`config.mk`:
```
export PLATFORM = sky130hd
export DESIGN_NAME = kalman_track_nd
export DESIGN_NICKNAME = d
export VERILOG_FILES = /design/src/rtl/kalman_pkg.sv /design/src/rtl/kalman_update_lane.sv /design/src/rtl/kalman_track_nd.sv
export SDC_FILE = /design/constraint.sdc
export NUM_CORES = 2
export LEC_CHECK = 0
export ABC_AREA = 1
export ABC_CLOCK_PERIOD_IN_PS = 10400
export BUFFER_PORTS_ARGS = -buffer_cell sky130_fd_sc_hd__buf_2
export CAP_MARGIN = 20
export CORE_MARGIN = 2
export CORE_UTILIZATION = 55
export DETAILED_ROUTE_END_ITERATION = 10
export PLACE_DENSITY_LB_ADDON = 0.15
export SLEW_MARGIN = 5
export SYNTH_ARGS = -nofsm -noshare
export SYNTH_HDL_FRONTEND = slang
export SYNTH_SLANG_ARGS = --single-unit
```
`constraint.sdc`:
```
create_clock -name clk -period 10.4 [get_ports clk]
set_clock_uncertainty 0.2 [all_clocks]
set_input_delay 2.08 -clock clk [delete_from_list [all_inputs] [get_ports clk]]
set_output_delay 2.08 -clock clk [all_outputs]
set_load 0.01 [all_outputs]
```
`src/rtl/kalman_pkg.sv`:
```
// Shared types and helpers for the N-channel scalar Kalman tracker.
package kalman_pkg;

   // Sequencing states of the time-shared update lane.
   typedef enum logic [1:0] {
      IDLE = 2'd0,
      CALC = 2'd1,
      OUT  = 2'd2
   } state_t;

   // Default number of fractional bits in the gain word.
   localparam int K_FRAC_DEFAULT = 10;

   // Working width of the saturation helper; callers sign-extend into it.
   localparam int SAT_W = 128;

   // Clamp a signed value to the two's-complement range of 'width' bits.
   function automatic logic signed [SAT_W-1:0] saturate(
      input logic signed [SAT_W-1:0] val,
      input int unsigned             width
   );
      logic signed [SAT_W-1:0] one_v;
      logic signed [SAT_W-1:0] max_v;
      logic signed [SAT_W-1:0] min_v;
      logic signed [SAT_W-1:0] res_v;
      one_v = {{(SAT_W-1){1'b0}}, 1'b1};
      max_v = (one_v <<< (width - 32'd1)) - one_v;
      min_v = ~max_v;
      if (val > max_v) begin
         res_v = max_v;
      end else if (val < min_v) begin
         res_v = min_v;
      end else begin
         res_v = val;
      end
      return res_v;
   endfunction

endpackage

```
`src/rtl/kalman_update_lane.sv`:
```
// Combinational single-channel update: innovation, gate, gain multiply,
// floor shift and saturating accumulate.
module kalman_update_lane
   import kalman_pkg::*;
#(
   parameter int DATA_WIDTH = 32,
   parameter int K_WIDTH    = 16,
   parameter int K_FRAC     = K_FRAC_DEFAULT
) (
   input  logic                  init_done,
   input  logic [DATA_WIDTH-1:0] x_cur,
   input  logic [DATA_WIDTH-1:0] z,
   input  logic [K_WIDTH-1:0]    k_gain,
   input  logic [DATA_WIDTH-1:0] gate_thresh,
   output logic [DATA_WIDTH-1:0] x_next,
   output logic                  rejected
);

   localparam int PROD_W = DATA_WIDTH + K_WIDTH + 2;
   localparam int SUM_W  = PROD_W + 1;

   logic signed [DATA_WIDTH:0]   innov_s;
   logic        [DATA_WIDTH:0]   abs_innov_s;
   logic signed [PROD_W-1:0]     prod_s;
   logic signed [PROD_W-1:0]     delta_s;
   logic signed [SUM_W-1:0]      sum_s;
   logic signed [SAT_W-1:0]      sat_in_s;
   logic                         gate_hit_s;

   // Datapath for one channel; innovation is one bit wider so it never wraps.
   always_comb begin
      innov_s     = {z[DATA_WIDTH-1], z} - {x_cur[DATA_WIDTH-1], x_cur};
      abs_innov_s = innov_s[DATA_WIDTH] ? (-innov_s) : innov_s;
      gate_hit_s  = (gate_thresh != {DATA_WIDTH{1'b0}}) &&
                    (abs_innov_s > {1'b0, gate_thresh});
      prod_s      = innov_s * $signed({1'b0, k_gain});
      delta_s     = prod_s >>> K_FRAC;
      sum_s       = {delta_s[PROD_W-1], delta_s} +
                    {{(SUM_W-DATA_WIDTH){x_cur[DATA_WIDTH-1]}}, x_cur};
      sat_in_s    = {{(SAT_W-SUM_W){sum_s[SUM_W-1]}}, sum_s};
      if (!init_done) begin
         x_next   = z;
         rejected = 1'b0;
      end else if (gate_hit_s) begin
         x_next   = x_cur;
         rejected = 1'b1;
      end else begin
         x_next   = DATA_WIDTH'(saturate(sat_in_s, DATA_WIDTH));
         rejected = 1'b0;
      end
   end

endmodule

```
`src/rtl/kalman_track_nd.sv`:
```
// N-channel fixed-point scalar Kalman tracker with one time-shared update lane,
// first-sample initialisation, innovation gating and output saturation.
module kalman_track_nd
   import kalman_pkg::*;
#(
   parameter int DATA_WIDTH = 32,
   parameter int N_CH       = 3,
   parameter int K_WIDTH    = 16,
   parameter int K_FRAC     = K_FRAC_DEFAULT
) (
   input  logic                       clk,
   input  logic                       rst_n,
   input  logic                       clear,
   input  logic [K_WIDTH-1:0]         k_gain,
   input  logic [DATA_WIDTH-1:0]      gate_thresh,
   input  logic                       z_valid,
   output logic                       z_ready,
   input  logic [N_CH*DATA_WIDTH-1:0] z_in,
   output logic                       x_valid,
   input  logic                       x_ready,
   output logic [N_CH*DATA_WIDTH-1:0] x_out,
   output logic [N_CH-1:0]            x_rejected,
   output logic                       initialized
);

   localparam int                CH_W    = (N_CH > 1) ? $clog2(N_CH) : 1;
   localparam logic [CH_W-1:0]   CH_LAST = CH_W'(N_CH - 1);

   state_t                     state_r;
   logic [CH_W-1:0]            ch_r;
   logic [N_CH*DATA_WIDTH-1:0] z_cap_r;
   logic [K_WIDTH-1:0]         k_cap_r;
   logic [DATA_WIDTH-1:0]      thr_cap_r;
   logic [N_CH*DATA_WIDTH-1:0] x_est_r;
   logic [N_CH-1:0]            rej_r;

   int                         ch_idx_s;
   logic [DATA_WIDTH-1:0]      lane_x_cur_s;
   logic [DATA_WIDTH-1:0]      lane_z_s;
   logic [DATA_WIDTH-1:0]      lane_x_s;
   logic                       lane_rej_s;
   logic [N_CH*DATA_WIDTH-1:0] x_est_next_s;
   logic [N_CH-1:0]            rej_next_s;

   // Select the active channel for the lane and merge its result back.
   always_comb begin
      ch_idx_s     = int'(ch_r);
      lane_x_cur_s = x_est_r[ch_idx_s*DATA_WIDTH +: DATA_WIDTH];
      lane_z_s     = z_cap_r[ch_idx_s*DATA_WIDTH +: DATA_WIDTH];
      x_est_next_s = x_est_r;
      x_est_next_s[ch_idx_s*DATA_WIDTH +: DATA_WIDTH] = lane_x_s;
      rej_next_s   = rej_r;
      rej_next_s[ch_idx_s] = lane_rej_s;
   end

   kalman_update_lane #(
      .DATA_WIDTH (DATA_WIDTH),
      .K_WIDTH    (K_WIDTH),
      .K_FRAC     (K_FRAC)
   ) u_lane (
      .init_done   (initialized),
      .x_cur       (lane_x_cur_s),
      .z           (lane_z_s),
      .k_gain      (k_cap_r),
      .gate_thresh (thr_cap_r),
      .x_next      (lane_x_s),
      .rejected    (lane_rej_s)
   );

   // Control FSM, capture registers, estimate file and registered outputs.
   always_ff @(posedge clk) begin
      if (!rst_n) begin
         state_r     <= IDLE;
         ch_r        <= {CH_W{1'b0}};
         z_cap_r     <= {(N_CH*DATA_WIDTH){1'b0}};
         k_cap_r     <= {K_WIDTH{1'b0}};
         thr_cap_r   <= {DATA_WIDTH{1'b0}};
         x_est_r     <= {(N_CH*DATA_WIDTH){1'b0}};
         rej_r       <= {N_CH{1'b0}};
         initialized <= 1'b0;
         x_valid     <= 1'b0;
         x_out       <= {(N_CH*DATA_WIDTH){1'b0}};
         x_rejected  <= {N_CH{1'b0}};
         z_ready     <= 1'b0;
      end else if (clear) begin
         // Drop estimates; the stale x_out stays visible but is not valid.
         state_r     <= IDLE;
         ch_r        <= {CH_W{1'b0}};
         initialized <= 1'b0;
         x_valid     <= 1'b0;
         z_ready     <= 1'b1;
      end else begin
         case (state_r)
            IDLE: begin
               if (z_valid && z_ready) begin
                  z_cap_r   <= z_in;
                  k_cap_r   <= k_gain;
                  thr_cap_r <= gate_thresh;
                  ch_r      <= {CH_W{1'b0}};
                  state_r   <= CALC;
                  z_ready   <= 1'b0;
               end else begin
                  z_ready   <= 1'b1;
               end
            end
            CALC: begin
               x_est_r <= x_est_next_s;
               rej_r   <= rej_next_s;
               if (ch_r == CH_LAST) begin
                  state_r     <= OUT;
                  x_valid     <= 1'b1;
                  x_out       <= x_est_next_s;
                  x_rejected  <= rej_next_s;
                  initialized <= 1'b1;
               end else begin
                  ch_r <= ch_r + CH_W'(1);
               end
            end
            OUT: begin
               if (x_ready) begin
                  state_r <= IDLE;
                  x_valid <= 1'b0;
                  z_ready <= 1'b1;
               end else begin
                  state_r <= OUT;
               end
            end
            default: begin
               state_r <= IDLE;
               x_valid <= 1'b0;
               z_ready <= 1'b0;
            end
         endcase
      end
   end

endmodule
```
* After elaboration in Yosys (flattened, before gate mapping) *
Cells that the tools add are included.

storage, ports and cells
  output and inout port bits = 102
  RAM bits = 0
  word-level logic and storage cells = 79
  input bits = 149
  flip-flop bits (word level) = 349
  memories = 0
  latch bits = 0
  memory bits (read-only) = 0

operators by class
  multiplexer cells = 25
  bitwise operators = 3
  $lt $le $gt $ge = 5
  reduce and logical (&&, ||, !) cells = 15
  $mul = 1
  equality and inequality tests = 9
  add/sub/neg operators = 5
  shift-type cells = 4
  div/mod/pow operators = 0

operator list
  cell                                                                       number
  96-bit by 8-bit variable part select with 32-bit output                    2
  32-bit two-way mux                                                         4
  96-bit bitwise mux                                                         1
  32-bit by 33-bit variable shift with 96-bit output (first input constant)  1
  32-bit by 33-bit variable part select with 96-bit output                   1
  33-bit by 17-bit multiplier with 50-bit output                             1
  40-bit by 32-bit adder with 41-bit output                                  1
  41-bit by 32-bit > comparator with 1-bit output (second input constant)    1
  41-bit by 32-bit < comparator with 1-bit output (second input constant)    1
  33-bit by 32-bit > comparator with 1-bit output                            1
  33-bit two-way mux                                                         1
  33-bit negator                                                             1
  7-bit negator with 33-bit output                                           1
  32-bit by 32-bit subtractor with 33-bit output                             1
  32-bit nonzero test                                                        1
  3-bit AND reduction                                                        4
  2-bit two-way mux                                                          5
  2-bit != test (second input constant)                                      5
  1-bit two-way mux                                                          8
  2-bit AND reduction                                                        4
  1-bit one-hot mux with 3 select lines                                      2
  2-bit one-hot mux with 3 select lines                                      1
  2-bit equality test (second input constant)                                2
  2-bit one-hot mux with 2 select lines                                      1
  other kinds (12)                                                           16

* Depth between registers and ports, before layout *
  depth in word-level cells = 11
  gate-level depth with buffers = 74
  depth with buffers taken out = 70

* By module *
From an unflattened synthesis, not the netlist that was laid out.

unflattened totals
  cells, all modules = 6102
  area, all modules = 41594.9 sq um

modules (own cells, without submodules)
  module              cells an instance  seq. area each (sq um)  instances  area each (sq um)
  kalman_update_lane  3884               0.0                     1          26434.1
  kalman_track_nd     2218               6986.7                  1          15160.8

* Worst setup path before layout *
OpenSTA, ideal clock, no wires.

  path type = reg-to-reg
  start = register ch_r[0]
  end = register x_est_r[89]
  required time = 10.091 ns
  period minus slack after synthesis = 11.343 ns
  cell stages (with the launch flop) = 68
  setup slack = -0.943 ns
  library setup time = 0.109 ns
  arrival = 11.034 ns
  path buffers = 5
  path through = dfxtp_1 clkbuf_1 clkbuf_1 clkbuf_1 nand2_1 o211ai_1 o21a_1 inv_1 ha_1 fa_1 inv_1 nand2_1 o21ai_2 nand2_1 nand2_1 nand2_1 nand2_1 xor2_1 [32 not listed] or2_2 nand3_1 a21oi_1 nand3_1 nand2_1 inv_1 nand2_1 nor2_1 nand3_1 nand2_1 nand2_4 buf_8 nor2_2 nor2_4 nand3_1 nand3_1 nand2_1 inv_1

on the way
  longest elaborated chain between the ends = 11
  elaborated cells on any way between the ends = 19
  classes of those cells = 4 x add/sub; 1 x mul; 3 x order compare; 4 x shift; 6 x mux; 1 x reduce/logical

RTL lines
  item                                                                               RTL line                                      text
  start, declared                                                                    kalman_track_nd.sv:30                         logic [CH_W-1:0] ch_r;
  start signal, assigned                                                             kalman_track_nd.sv:74                         ch_r <= {CH_W{1'b0}};
  start signal, assigned                                                             kalman_track_nd.sv:88                         ch_r <= {CH_W{1'b0}};
  start signal, assigned                                                             kalman_track_nd.sv:99                         ch_r <= {CH_W{1'b0}};
  96-bit by 8-bit variable part select with 32-bit output, on equally long branches  kalman_track_nd.sv:49, kalman_track_nd.sv:48
  32-bit by 32-bit subtractor with 33-bit output                                     kalman_update_lane.sv:32                      innov_s = {z[DATA_WIDTH-1], z} - {x_cur[DATA_WIDTH-1], x_cur};
  33-bit by 17-bit multiplier with 50-bit output                                     kalman_update_lane.sv:36                      prod_s = innov_s * $signed({1'b0, k_gain});
  40-bit by 32-bit adder with 41-bit output                                          kalman_update_lane.sv:38                      sum_s = {delta_s[PROD_W-1], delta_s} +
  41-bit by 32-bit < comparator with 1-bit output                                    kalman_pkg.sv:31                              end else if (val < min_v) begin
  32-bit two-way mux                                                                 kalman_pkg.sv:31
  32-bit two-way mux                                                                 kalman_pkg.sv:29                              if (val > max_v) begin
  32-bit two-way mux                                                                 kalman_update_lane.sv:44                      end else if (gate_hit_s) begin
  32-bit two-way mux                                                                 kalman_update_lane.sv:41                      if (!init_done) begin
  32-bit by 33-bit variable part select with 96-bit output                           kalman_track_nd.sv:51                         x_est_next_s[ch_idx_s*DATA_WIDTH +: DATA_WIDTH] = lane_x_s;
  96-bit bitwise mux *                                                               kalman_track_nd.sv:51
  end signal, assigned                                                               kalman_track_nd.sv:78                         x_est_r <= {(N_CH*DATA_WIDTH){1'b0}};
  end signal, assigned                                                               kalman_track_nd.sv:107                        x_est_r <= x_est_next_s;
  end, declared                                                                      kalman_track_nd.sv:34                         logic [N_CH*DATA_WIDTH-1:0] x_est_r;

Mark *: on every way between the ends. The rest lies on a longest branch, timed or not.
A chain may end at the register's enable or synchronous reset.

* Worst setup path after layout *
  start = register ch_r[0]
  end = register x_out[76]

on the way
  longest elaborated chain between the ends = 11
  elaborated cells on any way between the ends = 21
  classes of those cells = 4 x add/sub; 1 x mul; 3 x order compare; 1 x eq/ne; 4 x shift; 6 x mux; 2 x reduce/logical

RTL lines
  item                                                                               RTL line                                      text
  96-bit by 8-bit variable part select with 32-bit output, on equally long branches  kalman_track_nd.sv:49, kalman_track_nd.sv:48
  32-bit by 32-bit subtractor with 33-bit output                                     kalman_update_lane.sv:32
  33-bit by 17-bit multiplier with 50-bit output                                     kalman_update_lane.sv:36
  40-bit by 32-bit adder with 41-bit output                                          kalman_update_lane.sv:38
  41-bit by 32-bit < comparator with 1-bit output                                    kalman_pkg.sv:31
  32-bit two-way mux                                                                 kalman_pkg.sv:31
  32-bit two-way mux                                                                 kalman_pkg.sv:29
  32-bit two-way mux                                                                 kalman_update_lane.sv:44
  32-bit two-way mux                                                                 kalman_update_lane.sv:41
  32-bit by 33-bit variable part select with 96-bit output                           kalman_track_nd.sv:51
  96-bit bitwise mux                                                                 kalman_track_nd.sv:51
  end signal, assigned                                                               kalman_track_nd.sv:82                         x_out <= {(N_CH*DATA_WIDTH){1'b0}};
  end signal, assigned                                                               kalman_track_nd.sv:112                        x_out <= x_est_next_s;
  end, declared                                                                      kalman_track_nd.sv:21                         output logic [N_CH*DATA_WIDTH-1:0] x_out,

Parallel ways exist; a longest one is shown, timed or not.

==> summary.md <==
| Metric | Value |
|---|---|
| Hold Path Class | `flip-flop to flip-flop` |
| Worst path max stage delay | `0.55 ns` |
| Most used cell, CP | `nand2_2` |
| Worst-path clk slew | `0.06 ns` |
| Final setup viols | `192` |
| Critical path's slowest cell | `fa_1` |
| Ys async rst share | `0%` |
| Failing checks | `negative setup slack` |
| Clock tree buffer depth | `3` |
| Die ar. | `77100 um^2` |
| DRC Markers | `0` |
| Final HPWL DP | `114000 um` |
| Wire per inst | `18.7 um` |
| CTS sink cnt | `348` |
| First-pass iteration count of the detailed router | `6` |
| Dominant synthesized flop cell | `dfxtp_1` |
| Worst Setup Start Kind | `flip-flop` |
| Vias in the first global route | `42007` |
| Final setup margin | `-0.831 ns` |
| Tightest Pin Transition | `1.06 ns` |
| Worst vdd ir | `0.313 mV` |
| I/O pin count | `251` |
| Worst Path Required | `10.73 ns` |
| Synth Instances | `5955` |
| Iter 0 DRT Violations | `3590` |
| Maximum net fanout on the critical path | `6` |
| Crit path DAT | `11.57 ns` |
| Congestion Overflow GR | `0` |
| Layout Area Growth over Synthesis | `30.6%` |
| Max Slew Vio Count | `0` |
| Clock root buffer | `clkbuf_16` |
| Vias | `42657` |
| Multi-input gate area | `31500 um^2` |
| Pwr dens | `332 nW/um^2` |
| # nets final | `7734` |
| Die Width | `278 um` |
| Max Cap Viol | `0` |
| Pin count of the biggest net entering global routing | `152` |
| Row count | `100` |
| Unrepaired setup endpoints after global routing | `true` |
| CTS Buf Count | `39` |
| Synth cell types | `53` |
| GRT Overall Usage | `37.5%` |
| H-tree lvl count | `2` |
| Syn Nets | `6834` |
| Final worst path period share | `108%` |
| Synth Register Bits | `348` |
| Core box area | `74300 um^2` |
| Vias per cell | `5.43` |
| Routed Antenna Nets | `0` |
| Commonest non-fill, non-tap cells in the layout | `1131 x nand2_1, 1086 x inv_1, 800 x buf_4, 729 x nor2_1, 494 x fa_1` |
| Sequential area share after synthesis | `16.9%` |
| Crit. End Element | `flip-flop` |
| Slew margin rel. | `29.6%` |
| Die Span Y | `278 um` |
| First-pass GRT wire length | `227000 um` |
| CTS tree | `yes` |
| Initial Util | `55.5%` |
| Fraction of layout cells with a size suffix above 1 | `25.6%` |
| EDFF count, synth | `0` |
| Final Hold Fails | `0` |
| Post-Syn Area | `41200 um^2` |
| Status | `finished with violations` |
| Final core area utilization | `72.4%` |
| Routability cong. | `1.04` |
| Yosys Warn Count | `0` |
| Commonest non-fill, non-tap cell in the layout | `nand2_1` |
| LEAKAGE | `27.2 nW` |
| Dpl cell area | `49000 um^2` |
| Min cycle time layout | `11.23 ns` |
| IO Port Bufs | `250` |
| Fill count | `6123` |
| Synth Area per Inst | `6.92 um^2` |
| Register area | `6970 um^2` |
| F_max | `89.0 MHz` |
| Ant diodes | `0` |
| Post-Route Setup TNS | `-137.95 ns` |
| Kind of critical path | `flip-flop to flip-flop` |
| Clock insertion delay at the later pin of the skew report | `0.60 ns` |
| Drt total wl | `147000 um` |
| Post-Layout Inst Area | `53800 um^2` |
| Initial antenna violation count | `6` |
-- repair_timing --
item | in CTS | in global routing
gates resized for setup | 237 | 416
hold buffers | 0 | 0
setup endpoints to repair | 192 | 192
gates cloned | 3 | 2
buffers inserted | 45 | 46
pin swaps | 117 | 200
-- final cells by class --
type	count	area share (%)
Sequential cell	348	13.0
Tap cell	969	2.25
Clock buffer	55	2.10
Multi-Input combinational cell	4193	58.6
Timing Repair Buffer	1121	15.5
Clock inverter	13	0.467
Inverter	1152	8.17
-- synthesized netlist by cell type (9+ instances only) --
cell type / count / area, um^2
a31oi_1: 44 / 275
dfxtp_1: 348 / 6970
xnor2_1: 29 / 254
a21o_1: 10 / 75.1
o21bai_1: 14 / 105
o211ai_1: 40 / 300
o21a_1: 41 / 308
nor4_1: 10 / 62.6
fa_1: 503 / 10100
inv_1: 1129 / 4240
inv_2: 9 / 33.8
nand4_1: 67 / 419
a21oi_1: 301 / 1510
clkbuf_1: 237 / 890
nor3_1: 16 / 80.1
buf_1: 18 / 67.6
nor2_2: 23 / 144
o22ai_1: 25 / 156
clkinv_1: 14 / 52.6
or2_2: 33 / 206
ha_1: 227 / 2840
xor2_1: 87 / 762
nand2_1: 1246 / 4680
nor2_1: 803 / 3010
nand3_1: 317 / 1590
o21ai_0: 295 / 1480
nor2_4: 20 / 225
-- state kept, by name, summed over array words and instances, names as in the netlist --
register     flops
ch_r             2
initialized      1
k_cap_r         16
rej_r            2
state_r          2
thr_cap_r       32
x_est_r         96
x_out           96
x_rejected       3
x_valid          1
z_cap_r         96
z_ready          1
-- worst max-delay path, delay by kind of cell (launching register included) --
family | cells | cell delay, ns
XOR/XNOR | 1 | 0.19
adder cells (fa/ha/maj) | 9 | 3.76
AO/OA/AOI/OAI | 7 | 1.33
buffers and inverters | 17 | 1.95
AND/OR/NAND/NOR | 30 | 3.30
flip-flops | 1 | 0.41
-- worst paths after layout --
| path | from | to | slack (ns) | depth (start not counted) |
|---|---|---|---|---|
| max | ch_r[0] | x_out[76] | -0.83 | 64 |
| min | z_cap_r[79] | z_cap_r[79] | 0.26 | 2 |
| max reg2reg | ch_r[0] | x_out[76] | -0.83 | 64 |
| min reg2reg | z_cap_r[79] | z_cap_r[79] | 0.26 | 2 |
-- power breakdown --
part | internal [mW] | switching [mW] | total [mW] | leakage [nW]
Clock | 0.891 | 0.621 | 1.51 | 0.676
Combinational | 6.71 | 8.25 | 15.0 | 23.7
Sequential | 1.37 | 0.0266 | 1.40 | 2.83
Total | 8.97 | 8.90 | 17.9 | 27.2
-- kinds of logic after synthesis --
| group | after synthesis | share of synthesized area (%) |
|---|---|---|
| DFF | 348 | 16.9 |
| buffers and inverters | 1414 | 12.9 |
| and+or+nand+nor | 2557 | 25.7 |
| AOI/OAI and AO/OA | 788 | 10.6 |
| xor gates and xnor gates | 118 | 2.54 |
| adders and majority gates | 730 | 31.3 |
-- through the flow --
stage	hold WS (ns)	total power, mW	cells	setup slack, ns
floorplan	0.230	8.03	5955	0.00156
global placement	0.240	13.6	7690	-1.35
detailed placement	0.246	13.7	7690	-1.44
CTS	0.255	16.1	7806	-0.701
global route	0.277	19.2	7851	-1.24
finish	0.257	17.9	7851	-0.831
-- metal layers --
layer | vias up | share of wire (%) | global-route usage (%) | wire length [um]
li1 | 20063 | - | - | -
met1 | 20437 | 41 | 50.4 | 60700
met2 | 1778 | 45 | 59.2 | 65900
met3 | 377 | 8.9 | 6.88 | 13100
met4 | 2 | 4.7 | 16.4 | 6880
met5 | - | 0.0055 | 0 | 8
Note: power is estimated with default switching activity, not from simulation.
